==> src/rtl/serial_tx_pkg.sv <==
// Shared types and constants for the 10b-symbol to 4b-lane transmit gearbox.
// Latency: n/a (declarations only).
// Backpressure: n/a.
package serial_tx_pkg;

  typedef enum logic {
    IDLE = 1'b0,
    RUN  = 1'b1
  } tx_state_t;

  // K28.5 with negative running disparity: the comma used as the idle filler.
  localparam logic [9:0] K28_5_RDN = 10'b0011111010;

  // PRBS7, x^7 + x^6 + 1: feedback is state[6] ^ state[5].
  localparam logic [6:0] PRBS7_SEED = 7'h7F;
  localparam logic [6:0] PRBS7_TAPS = 7'b1100000;

endpackage

==> src/rtl/serial_tx_gearbox_prbs7.sv <==
// PRBS7 generator producing 4 sequential bits per clock, oldest bit in bits[3].
// Latency: bits is combinational from the LFSR state; the state advances on each enabled edge.
// Backpressure: en low freezes the sequence so it resumes without skipping bits.
//
// Ports: clk_312p5mhz, rst_n (async, active-low), en (advance 4 steps), bits (next 4 bits).
module prbs7_gen
  import serial_tx_pkg::*;
(
  input  logic       clk_312p5mhz,
  input  logic       rst_n,
  input  logic       en,
  output logic [3:0] bits
);

  logic [6:0] lfsr_q;
  logic [6:0] lfsr_d;

  // Unroll four serial Fibonacci steps; each feedback bit is also the emitted bit.
  always_comb begin
    logic fb;
    lfsr_d = lfsr_q;
    bits   = '0;
    for (int i = 0; i < 4; i++) begin
      fb     = ^(lfsr_d & PRBS7_TAPS);
      bits   = {bits[2:0], fb};
      lfsr_d = {lfsr_d[5:0], fb};
    end
  end

  always_ff @(posedge clk_312p5mhz or negedge rst_n) begin
    if (!rst_n) begin
      lfsr_q <= PRBS7_SEED;
    end else if (en) begin
      lfsr_q <= lfsr_d;
    end
  end

endmodule

==> src/rtl/serial_tx_gearbox.sv <==
// Gearbox from 10-bit line symbols to a 4-bit-per-clock lane, with K28.5 fill and PRBS7 mode.
// Latency: first symbol bits appear on tx_data one edge after acceptance; all outputs registered.
// Backpressure: sym_ready is register-only; underflow inserts FILL_SYMBOL instead of stalling.
//
// Ports: clk_312p5mhz, rst_n (async, active-low); sym_valid/sym_data/sym_ready symbol input
// (bit 9 first); prbs_en selects PRBS7 output and freezes the buffer; tx_data (bit 3 first);
// underflow pulse and saturating underflow_count.
module serial_tx_gearbox
  import serial_tx_pkg::*;
#(
  parameter bit         INVERT      = 1'b0,
  parameter logic [9:0] FILL_SYMBOL = K28_5_RDN
) (
  input  logic        clk_312p5mhz,
  input  logic        rst_n,
  input  logic        sym_valid,
  input  logic [9:0]  sym_data,
  output logic        sym_ready,
  input  logic        prbs_en,
  output logic [3:0]  tx_data,
  output logic        underflow,
  output logic [15:0] underflow_count
);

  tx_state_t   state_q, state_d;
  logic [13:0] sr_q, sr_d;       // left-aligned bit buffer, oldest bit at [13]
  logic [3:0]  fill_q, fill_d;   // number of valid bits in sr_q
  logic        prbs_q;           // registered prbs_en, keeps sym_ready register-only
  logic [3:0]  tx_d;
  logic        uf_d;
  logic        xfer;
  logic [3:0]  prbs_bits;
  logic [3:0]  fill_cons;
  logic [9:0]  load_sym;
  logic [13:0] load_aligned;

  // prbs_en is a bring-up control; sym_ready follows it one edge late, so a
  // source should not offer symbols in the cycle prbs_en rises while ready is high.
  assign sym_ready = !prbs_q && ((state_q == IDLE) || (fill_q < 4'd8));
  assign xfer      = sym_valid && sym_ready;

  prbs7_gen u_prbs7_gen (
    .clk_312p5mhz (clk_312p5mhz),
    .rst_n        (rst_n),
    .en           (prbs_en),
    .bits         (prbs_bits)
  );

  always_comb begin
    state_d   = state_q;
    sr_d      = sr_q;
    fill_d    = fill_q;
    tx_d      = '0;
    uf_d      = 1'b0;
    fill_cons = fill_q - 4'd4;
    // Without a handshake a load must still happen to keep the lane fed.
    load_sym  = xfer ? sym_data : FILL_SYMBOL;
    // After consuming 4 bits only fill_cons (0..3) bits remain at the top, so
    // the new symbol slots in directly below them.
    load_aligned = {load_sym, 4'b0000} >> fill_cons;

    if (prbs_en) begin
      // Buffer, fill and state hold so the data stream resumes bit-exact.
      tx_d = prbs_bits;
    end else begin
      case (state_q)
        IDLE: begin
          if (xfer) begin
            sr_d    = {sym_data, 4'b0000};
            fill_d  = 4'd10;
            state_d = RUN;
          end
        end
        RUN: begin
          tx_d = sr_q[13:10];
          if (fill_q < 4'd8) begin
            sr_d   = {sr_q[9:0], 4'b0000} | load_aligned;
            fill_d = fill_cons + 4'd10;
            uf_d   = !xfer;
          end else begin
            sr_d   = {sr_q[9:0], 4'b0000};
            fill_d = fill_cons;
          end
        end
        default: state_d = IDLE;
      endcase
    end
  end

  always_ff @(posedge clk_312p5mhz or negedge rst_n) begin
    if (!rst_n) begin
      state_q         <= IDLE;
      sr_q            <= '0;
      fill_q          <= '0;
      prbs_q          <= 1'b0;
      tx_data         <= {4{INVERT}};
      underflow       <= 1'b0;
      underflow_count <= '0;
    end else begin
      state_q   <= state_d;
      sr_q      <= sr_d;
      fill_q    <= fill_d;
      prbs_q    <= prbs_en;
      tx_data   <= tx_d ^ {4{INVERT}};
      underflow <= uf_d;
      if (uf_d && (underflow_count != 16'hFFFF)) begin
        underflow_count <= underflow_count + 16'd1;
      end
    end
  end

endmodule
==> config.mk <==
export PLATFORM = sky130hd
export DESIGN_NAME = serial_tx_gearbox
export DESIGN_NICKNAME = d
export VERILOG_FILES = /design/src/rtl/serial_tx_pkg.sv /design/src/rtl/serial_tx_gearbox_prbs7.sv /design/src/rtl/serial_tx_gearbox.sv
export SDC_FILE = /design/constraint.sdc
export NUM_CORES = 1
export LEC_CHECK = 0
export BUFFER_PORTS_ARGS = -buffer_cell sky130_fd_sc_hd__buf_2
export CAP_MARGIN = 0
export CORE_MARGIN = 2
export CORE_UTILIZATION = 50
export DETAILED_ROUTE_END_ITERATION = 16
export PLACE_DENSITY = 0.72
export SKIP_CTS_REPAIR_TIMING = 1
export SLEW_MARGIN = 20
export SYNTH_ARGS = -nofsm -noshare
export SYNTH_HDL_FRONTEND = slang
export SYNTH_SLANG_ARGS = --single-unit
export TNS_END_PERCENT = 5
==> constraint.sdc <==
create_clock -name clk_312p5mhz -period 4.4 [get_ports clk_312p5mhz]
set_input_delay 1.32 -clock clk_312p5mhz [delete_from_list [all_inputs] [get_ports clk_312p5mhz]]
set_output_delay 1.32 -clock clk_312p5mhz [all_outputs]
set_load 0.005 [all_outputs]
# Word level (Yosys, flattened, before mapping)
# Cells that the tools add are included.
classes:
  n_shift: 1
  n_reduce_logical: 11
  bitwise_logic: 3
  n_lt_le_gt_ge: 1
  n_mux: 14
  eq_ne: 2
  n_addsub: 3
op_table:
  columns: ["op", "n"]
  rows:
  - ["2-to-1 mux 14 bit", 2]
  - ["one-hot mux 14 bit (2 select lines)", 1]
  - ["XOR reduction 7 bit", 4]
  - ["adder 16 x 1 -> 16 bit (second input constant)", 1]
  - ["2-to-1 mux 4 bit", 4]
  - ["inequality test 16 bit (second input constant)", 1]
  - ["OR 14 bit", 1]
  - [">> shifter 14 x 4 -> 14 bit", 1]
  - ["2-to-1 mux 10 bit", 1]
  - ["one-hot mux 4 bit (2 select lines)", 1]
  - ["2-to-1 mux 1 bit", 5]
  - ["adder 4 bit (second input constant)", 1]
  - ["less-than comparator 4 bit (second input constant)", 1]
  - ["subtractor 4 x 3 -> 4 bit (second input constant)", 1]
  - ["logical AND 1 bit", 3]
  - ["zero test 1 bit", 2]
  - ["inequality test 2 bit (second input constant)", 1]
  - ["inverter 1 bit", 2]
  - ["AND reduction 2 bit", 1]
  - ["logical OR 1 bit", 1]
word_totals:
  in_bits: 14
  output_inout_bits: 22
  regBits: 48
  elab_cells: 43

# Longest topological paths before layout
# Gate-level depths: netlist of the first run.
depth:
  ltp_word: 9
  mapped_depth: 6
  ltp_nobuf: 5

# Modules after synthesis
# From an unflattened synthesis of the first run, not the netlist that was laid out.
hier_totals:
  cells_unflattened: 224
  hier_area_um2: 2324.7
modules_own_cells:
  columns: ["module", "seq_area_each_um2", "cells_each", "area_each_um2", "n_inst"]
  rows:
  - ["serial_tx_gearbox", 1001.0, 205, 2021.9, 1]
  - ["prbs7_gen", 183.9, 19, 302.8, 1]

# Worst setup path after synthesis of the first run
# No wires, ideal clock.
synth_path:
  path_type: "input to register"
  startpoint: "in prbs_en"
  endpoint: "reg underflow_count[14]"
  slack_ns: 1.945
  t_arrival_ns: 2.331
  path_stages: 4
  required_ns: 4.276
  setup_ns: 0.124
  path_buffers: 0
  cell_sequence: "nor3b_4 > nand2_2 > or4b_1 > xnor2_1"
synth_via:
  elab_chain_cells: 2
synth_lines:
  columns: ["item", "line", "source"]
  rows:
  - ["start: declaration", "serial_tx_gearbox.sv:19", "input logic prbs_en,"]
  - ["2-to-1 mux 1 bit", "serial_tx_gearbox.sv:62", "if (prbs_en) begin"]
  - ["logical AND 1 bit", "serial_tx_gearbox.sv:106", "if (uf_d && (underflow_count != 16'hFFFF)) begin"]
  - ["end signal: assignment", "serial_tx_gearbox.sv:107", "underflow_count <= underflow_count + 16'd1;"]
  - ["end: declaration", "serial_tx_gearbox.sv:22", "output logic [15:0] underflow_count"]
# No other way between the ends.
# A chain may end at the register's enable or synchronous reset.

# Worst setup path in the final report of the first run
layout_path:
  startpoint: "reg state_q"
  endpoint: "out sym_ready"
layout_via:
  elab_chain_cells: 3
layout_lines:
  columns: ["item", "line", "source"]
  rows:
  - ["start: declaration", "serial_tx_gearbox.sv:25", "tx_state_t state_q, state_d;"]
  - ["start signal: assignment", "serial_tx_gearbox.sv:100", "state_q <= state_d;"]
  - ["inverter 1 bit", null, null]
  - ["logical OR 1 bit", "serial_tx_gearbox.sv:39", "assign sym_ready = !prbs_q && ((state_q == IDLE) || (fill_q < 4'd8));"]
  - ["logical AND 1 bit", "serial_tx_gearbox.sv:39", null]
  - ["end: declaration", "serial_tx_gearbox.sv:18", "output logic sym_ready,"]
# No other way between the ends.

==> run_results.csv, run 1 <==
group,metric,value,unit
worst_setup_path,crit_path_start_kind,"flop",
final_layout,finish.instance_area,2670,um2
die,start_util,51.1,%
clocking,h-tree-depth,2,
synth,synth_seq_cells,47,
sta,final_max_slew_viol_count,0,
sta,rsz0062_at_grt,"no",
run_status,status,"finished, final reports clean",
clocking,path_clk_slew,90,ps
place,dp_slack,1580,ps
synth,avgSynthCellArea,10.1,um2
die,dieArea,5300,um2
synth,synth_top_family_by_area,"simple AND/OR/NAND/NOR gates",
synth,synth.top_cell.area_share,42.3,%
final_layout,area_delta_synth_final,12.9,%
sta,tightest_slew,779,ps
clocking,clock-sinks,47,
route,antenna_left,0,
worst_setup_path,worstPathRequired,3080,ps
sta,slew_headroom,47.8,%
synth,synth_area_leader_cell,"dfrtp_1",
die,num_io_pins,36,
final_layout,layout-drive-gt1-share,22.6,%
clocking,cts_tree,"done",
synth,synth_cells,235,
worst_setup_path,cp.arrival,1330,ps
worst_setup_path,slowest_delay,720,ps
global_routing,grt_max_degree,48,
sta,period_share,60.3,%
global_routing,grt_pass1_wl,7960,um
synth,synth_compound_area_share,16.9,%
place,portBuffers,35,
worst_hold_path,hold_class,"flop to flop",
route,wl_per_cell,15.1,um
worst_setup_path,path_cells,"a21oi_1, buf_2",
die,rows,25,
clocking,cts_root_buf,"clkbuf_8",
synth,synth_area,2370,um2
global_routing,grt_pass1_vias,1677,
sta,final_hold_viol_count,0,
route,vias_per_cell,5.79,
synth,synth-xor-area-share,6.66,%
place,finalWeightedCongestion,0.846,
worst_setup_path,critPathBufInv,1,
die,die_h,72.8,um
power,ir_worst_vdd,342,uV
global_routing,track_usage,19.5,%
place,detailed_place_hpwl,3320,um
route,vias,1853,
worst_setup_path,worstReg2RegStart,"state_q",
power,power.density,525,nW/um2
worst_setup_path,cp_top_family,"flip-flops",
worst_setup_path,r2r_slack,2350,ps
global_routing,globalRouteOverflowTotal,0,
synth,synth_area_leaders,"dfrtp_1, dfstp_2, xor2_1",
power,power,1.40,mW
clocking,cts_buffer_depth,2,
sta,setup_viol,0,
die,die_w,72.8,um
final_layout,multi_input_area,1080,um2
final_layout,register_area,1180,um2
synth,synthDistinctLibCells,46,
sta,setup_tns,0,ps
synth,yosys.area_share.simple,17.0,%
place,place_area,2560,um2
power,p_leak,1.28,nW
worst_setup_path,cp_slowest_cell,"dfrtp_1",
synth,synth_fa_ha_area_share,1.06,%
route,dr.pass1.iters,4,
route,drc,0,
route,drt_iter0_markers,94,
sta,fin_crit,2650,ps
synth,synth_seq_area_share,50.1,%
clocking,clk_latency,300,ps
worst_hold_path,hold_start,"u_prbs7_gen.lfsr_q[0]",
synth,synthMuxAreaShare,4.07,%
die,core-area,4630,um2
sta,fin_hold_ws,478,ps
worst_setup_path,critPathLaunch,"state_q",
global_routing,antenna_found_initial,0,
worst_setup_path,critical_path_class,"flop to output port",
worst_setup_path,cp-end-kind,"output port",
sta,fin_skew,7.42,ps
synth,synth_nets,251,
final_layout,fillerInstances,401,
final_layout,fin_nets,281,
sta,worst_slack,1750,ps
clocking,cts_made_buffers,5,
worst_setup_path,worstPathMaxFanout,20,
route,drt_wl_total,4840,um
synth,synth_warnings,0,
run,cap_violations,0,
sta,fmax,377,MHz
final_layout,diodes,0,
-- flip-flops by register name, indices dropped and copies added, names as in the netlist --
signal and flops:
u_prbs7_gen.lfsr_q 7, sr_q 14, fill_q 3, underflow 1, prbs_q 1, state_q 1
tx_data 4, underflow_count 16
-- worst register-to-register path, delay by kind of cell, from the launching register on --
kind          cells  cell delay [ps]
xor+xnor          1              140
flops             1              720
simple gates      3             1090
-- stage by stage --
stage               std cells  utilization, %
floorplan                 235               -
global placement          312            55.2
detailed placement        312            55.2
CTS                       320            57.7
global route              320            57.7
finish                    320            57.7
-- report_power, final --
part	internal, mW	total [mW]	switching, mW
sequential	0.574	0.688	0.114
clock	0.169	0.320	0.151
combinational	0.186	0.396	0.210
total	0.930	1.40	0.475
-- path summary, 6_finish.rpt --
| check | to | cells past startpoint |
|---|---|---|
| hold reg to reg | u_prbs7_gen.lfsr_q[0] | 2 |
| setup / recovery | sym_ready | 2 |
| min in group asynchronous | underflow_count[13] | 1 |
| hold / removal | u_prbs7_gen.lfsr_q[0] | 2 |
| max in group asynchronous | sr_q[4] | 1 |
| setup reg to reg | underflow_count[14] | 4 |
-- logic make-up after synthesis --
| family | count (synthesis) |
|---|---|
| buf+inv | 25 |
| fa+ha+maj | 2 |
| compound gates | 60 |
| xor+xnor | 18 |
| flops | 47 |
| mux | 9 |
| simple gates | 74 |
-- synth_stat cells (all sizes together) --
cell,instances
a2111oi,2
a211oi,5
a21o,1
a21oi,11
a221oi,3
a22o,4
a22oi,1
a31oi,7
and3,1
and4,2
buf,5
clkbuf,7
dfrtp,40
dfstp,7
ha,2
inv,13
mux2,5
mux2i,4
nand2,25
nand2b,5
nand3,8
nand4,6
nand4b,2
nor2,13
nor2b,3
nor3,1
nor3b,2
nor4,2
nor4b,3
o21ai,15
o22ai,3
o2bb2ai,1
o311ai,2
o31ai,1
o32a,1
o32ai,2
o41ai,1
or4b,1
xnor2,3
xor2,15
-- metal layers --
| metal | wire, um | vias to the layer above | track usage, % |
|---|---|---|---|
| li1 | - | 906 | - |
| met1 | 2320 | 896 | 27.0 |
| met2 | 2250 | 47 | 29.4 |
| met3 | 228 | 4 | 5.52 |
| met4 | 49 | 0 | 6.79 |
| met5 | 0 | - | 0 |
-- final cells by class --
cell class / instances / share of cell area, %
inverter: 13 / 1.83
sequential: 47 / 44.3
tap: 54 / 2.53
clock inverter: 3 / 1.64
clock buffer: 5 / 2.57
timing repair buffer: 35 / 6.65
multi-input combinational: 163 / 40.4
-- placed cells by master (no fill, tap or decap), types with 2 or more instances in the layout --
master,count
nand3_1,8
nor2b_1,3
inv_1,13
a21oi_1,11
a221oi_1,3
xor2_1,15
a22o_1,4
dfstp_2,7
nand4_1,6
clkbuf_8,5
xnor2_1,3
a31oi_1,7
ha_1,2
mux2_2,5
and4_1,2
nor4b_1,3
o311ai_0,2
o21ai_0,15
a211oi_1,5
nor2_1,12
nor4_1,2
dfrtp_1,40
nand2_1,24
buf_2,34
o22ai_1,3
o32ai_1,2
mux2i_1,4
nand2b_1,5
nand4b_1,2
Power figures use the tool's default switching activity.
==> inputs of run 2 (changes only) <==
Settings changed: PLACE_DENSITY 0.72 to 0.74.
Clock period 4.4 ns to 2.4 ns, I/O delays scaled along.
==> run 2 against run 1 <==
Combinational power increased by 85%. Sequential share of layout area fell by 1.2 points. Register-to-register slack got worse by 1800 ps. First-iteration DRC count is 20% higher. Critical path depth unchanged. Critical path type unchanged.
==> run_results.csv, run 2 (same netlist as run 1, synthesis figures left out) <==
group,metric,value,unit
run_status,status,"finished, final reports clean",
die,die_w,72.8,um
worst_setup_path,worst-path-stages,2,
sta,fin_skew,15.4,ps
final_layout,regMostFlops,"underflow_count",
worst_setup_path,cp-end-kind,"output port",
route,wl_per_cell,14.6,um
worst_setup_path,worstPathRequired,1680,ps
clocking,clock-sinks,47,
global_routing,globalRouteOverflowTotal,0,
global_routing,grt_pass1_wl,8160,um
clocking,clk_latency,290,ps
clocking,cts_made_buffers,5,
clocking,cts_tree,"done",
power,p_clk_share,21.9,%
sta,fin_crit,1900,ps
worst_setup_path,cp_top_family,"flip-flops",
worst_setup_path,cp.arrival,1180,ps
place,finalWeightedCongestion,0.912,
sta,fin_hold_ws,347,ps
sta,final_max_slew_viol_count,0,
place,portBuffers,35,
place,detailed_place_hpwl,3580,um
clocking,h-tree-depth,2,
route,drt_wl_total,4820,um
final_layout,diodes,0,
route,vias_per_cell,5.72,
sta,setup_tns,0,ps
power,sw_frac_of_total,33.0,%
power,p_sw,0.844,mW
worst_setup_path,rr_endpoint,"underflow_count[14]",
final_layout,area_delta_synth_final,16.0,%
final_layout,fin_nets,292,
sta,slew_headroom,63.9,%
worst_setup_path,crit_path_start_kind,"flop",
route,drt_iter0_markers,113,
sta,tightest_slew,534,ps
sta,final_hold_viol_count,0,
route,antenna_left,0,
power,p_seq_share,49.5,%
sta,worst_slack,500,ps
global_routing,antenna_found_initial,0,
clocking,path_clk_slew,90,ps
die,num_io_pins,36,
worst_setup_path,ff2ff_path_depth,4,
worst_setup_path,worstReg2RegStart,"state_q",
run,cap_violations,0,
power,ir_worst_vdd,585,uV
clocking,cts_buffer_depth,2,
sta,rsz0062_at_grt,"no",
final_layout,fillerInstances,415,
die,core-area,4630,um2
worst_setup_path,critPathBufInv,1,
die,dieArea,5300,um2
sta,fmax,526,MHz
power,combPwrFrac,28.7,%
final_layout,largest_reg_flops,16,
die,start_util,51.1,%
final_layout,layout_common_cells,"dfrtp_1, buf_2, nand2_1, xor2_1, o21ai_0",
power,p_leak,1.33,nW
worst_setup_path,worstPathMaxFanout,13,
global_routing,track_usage,19.6,%
die,rows,25,
worst_setup_path,cp_slowest_cell,"dfrtp_1",
place,post-place-cells,323,
clocking,cts_root_buf,"clkbuf_8",
worst_setup_path,r2r_slack,550,ps
route,dr.pass1.iters,4,
worst_hold_path,hold_class,"primary input to asynchronous set/reset pin",
route,vias,1894,
final_layout,layout-drive-gt1-share,24.9,%
place,dp_slack,286,ps
worst_setup_path,path_cells,"a21oi_1, buf_2",
route,drc,0,
final_layout,layout.cells.non_filler,331,
die,die_h,72.8,um
sta,period_share,79.2,%
worst_setup_path,slowest_delay,630,ps
final_layout,final_common_cell,"dfrtp_1",
power,power.density,932,nW/um2
worst_setup_path,critPathLaunch,"fill_q[3]",
worst_setup_path,critical_path_class,"flop to output port",
global_routing,grt_max_degree,21,
sta,setup_viol,0,
global_routing,grt_pass1_vias,1744,
final_layout,reg_top3,"underflow_count: 16 flops, sr_q: 14 flops, u_prbs7_gen.lfsr_q: 7 flops",
power,p_int,1.72,mW
==> run 2: cell count changes in the layout (fill, tap and decap cells not counted), sizes merged <==
cell	previous run	this run
buf	35	46
clkbuf	5	7
clkinv	2	0
==> run 2: power by group through the flow <==
stage	sequential, mW	combinational (mW)	clock (mW)
5_1_grt	1.31	0.845	0.605
4_1_cts	1.26	0.739	0.572
2_1_floorplan	1.21	0.558	0
3_3_place_gp	1.27	0.725	0
6_report	1.27	0.734	0.560
3_5_place_dp	1.28	0.736	0
==> run 2: layout make-up <==
type	count	area, um2	share of cell area (%)
sequential	47	1180	43.1
multi-input combinational	163	1080	39.4
timing repair buffer	46	258	9.38
clock buffer	7	76.3	2.78
tap	54	67.6	2.46
inverter	13	48.8	1.78
clock inverter	1	30.0	1.09
==> run 2: routing by layer <==
layer | track usage, % | vias to the layer above | part of all wire, % | routed length [um]
li1 | - | 935 | - | -
met1 | 29.8 | 903 | 50 | 2410
met2 | 28.6 | 51 | 45 | 2170
met3 | 3.59 | 5 | 4.2 | 202
met4 | 5.97 | 0 | 0.91 | 44
met5 | 0 | - | 0 | 0
==> run 2: worst max-delay path by stage <==
stage	to	slack, ps
6_report	sym_ready	500
5_1_grt	sym_ready	420
4_1_cts	sym_ready	510
3_5_place_dp	underflow_count[14]	290
3_3_place_gp	underflow_count[14]	330
2_1_floorplan	underflow_count[14]	550
==> run 2: per-stage QoR <==
| step | power (mW) | util, % | instance area, um2 |
|---|---|---|---|
| 4_1_cts | 2.57 | 59.3 | 2750 |
| 2_1_floorplan | 1.77 | - | 2370 |
| 3_5_place_dp | 2.01 | 57.0 | 2640 |
| 5_1_grt | 2.75 | 59.3 | 2750 |
| 6_report | 2.56 | 59.3 | 2750 |
| 3_3_place_gp | 2.00 | 57.0 | 2640 |
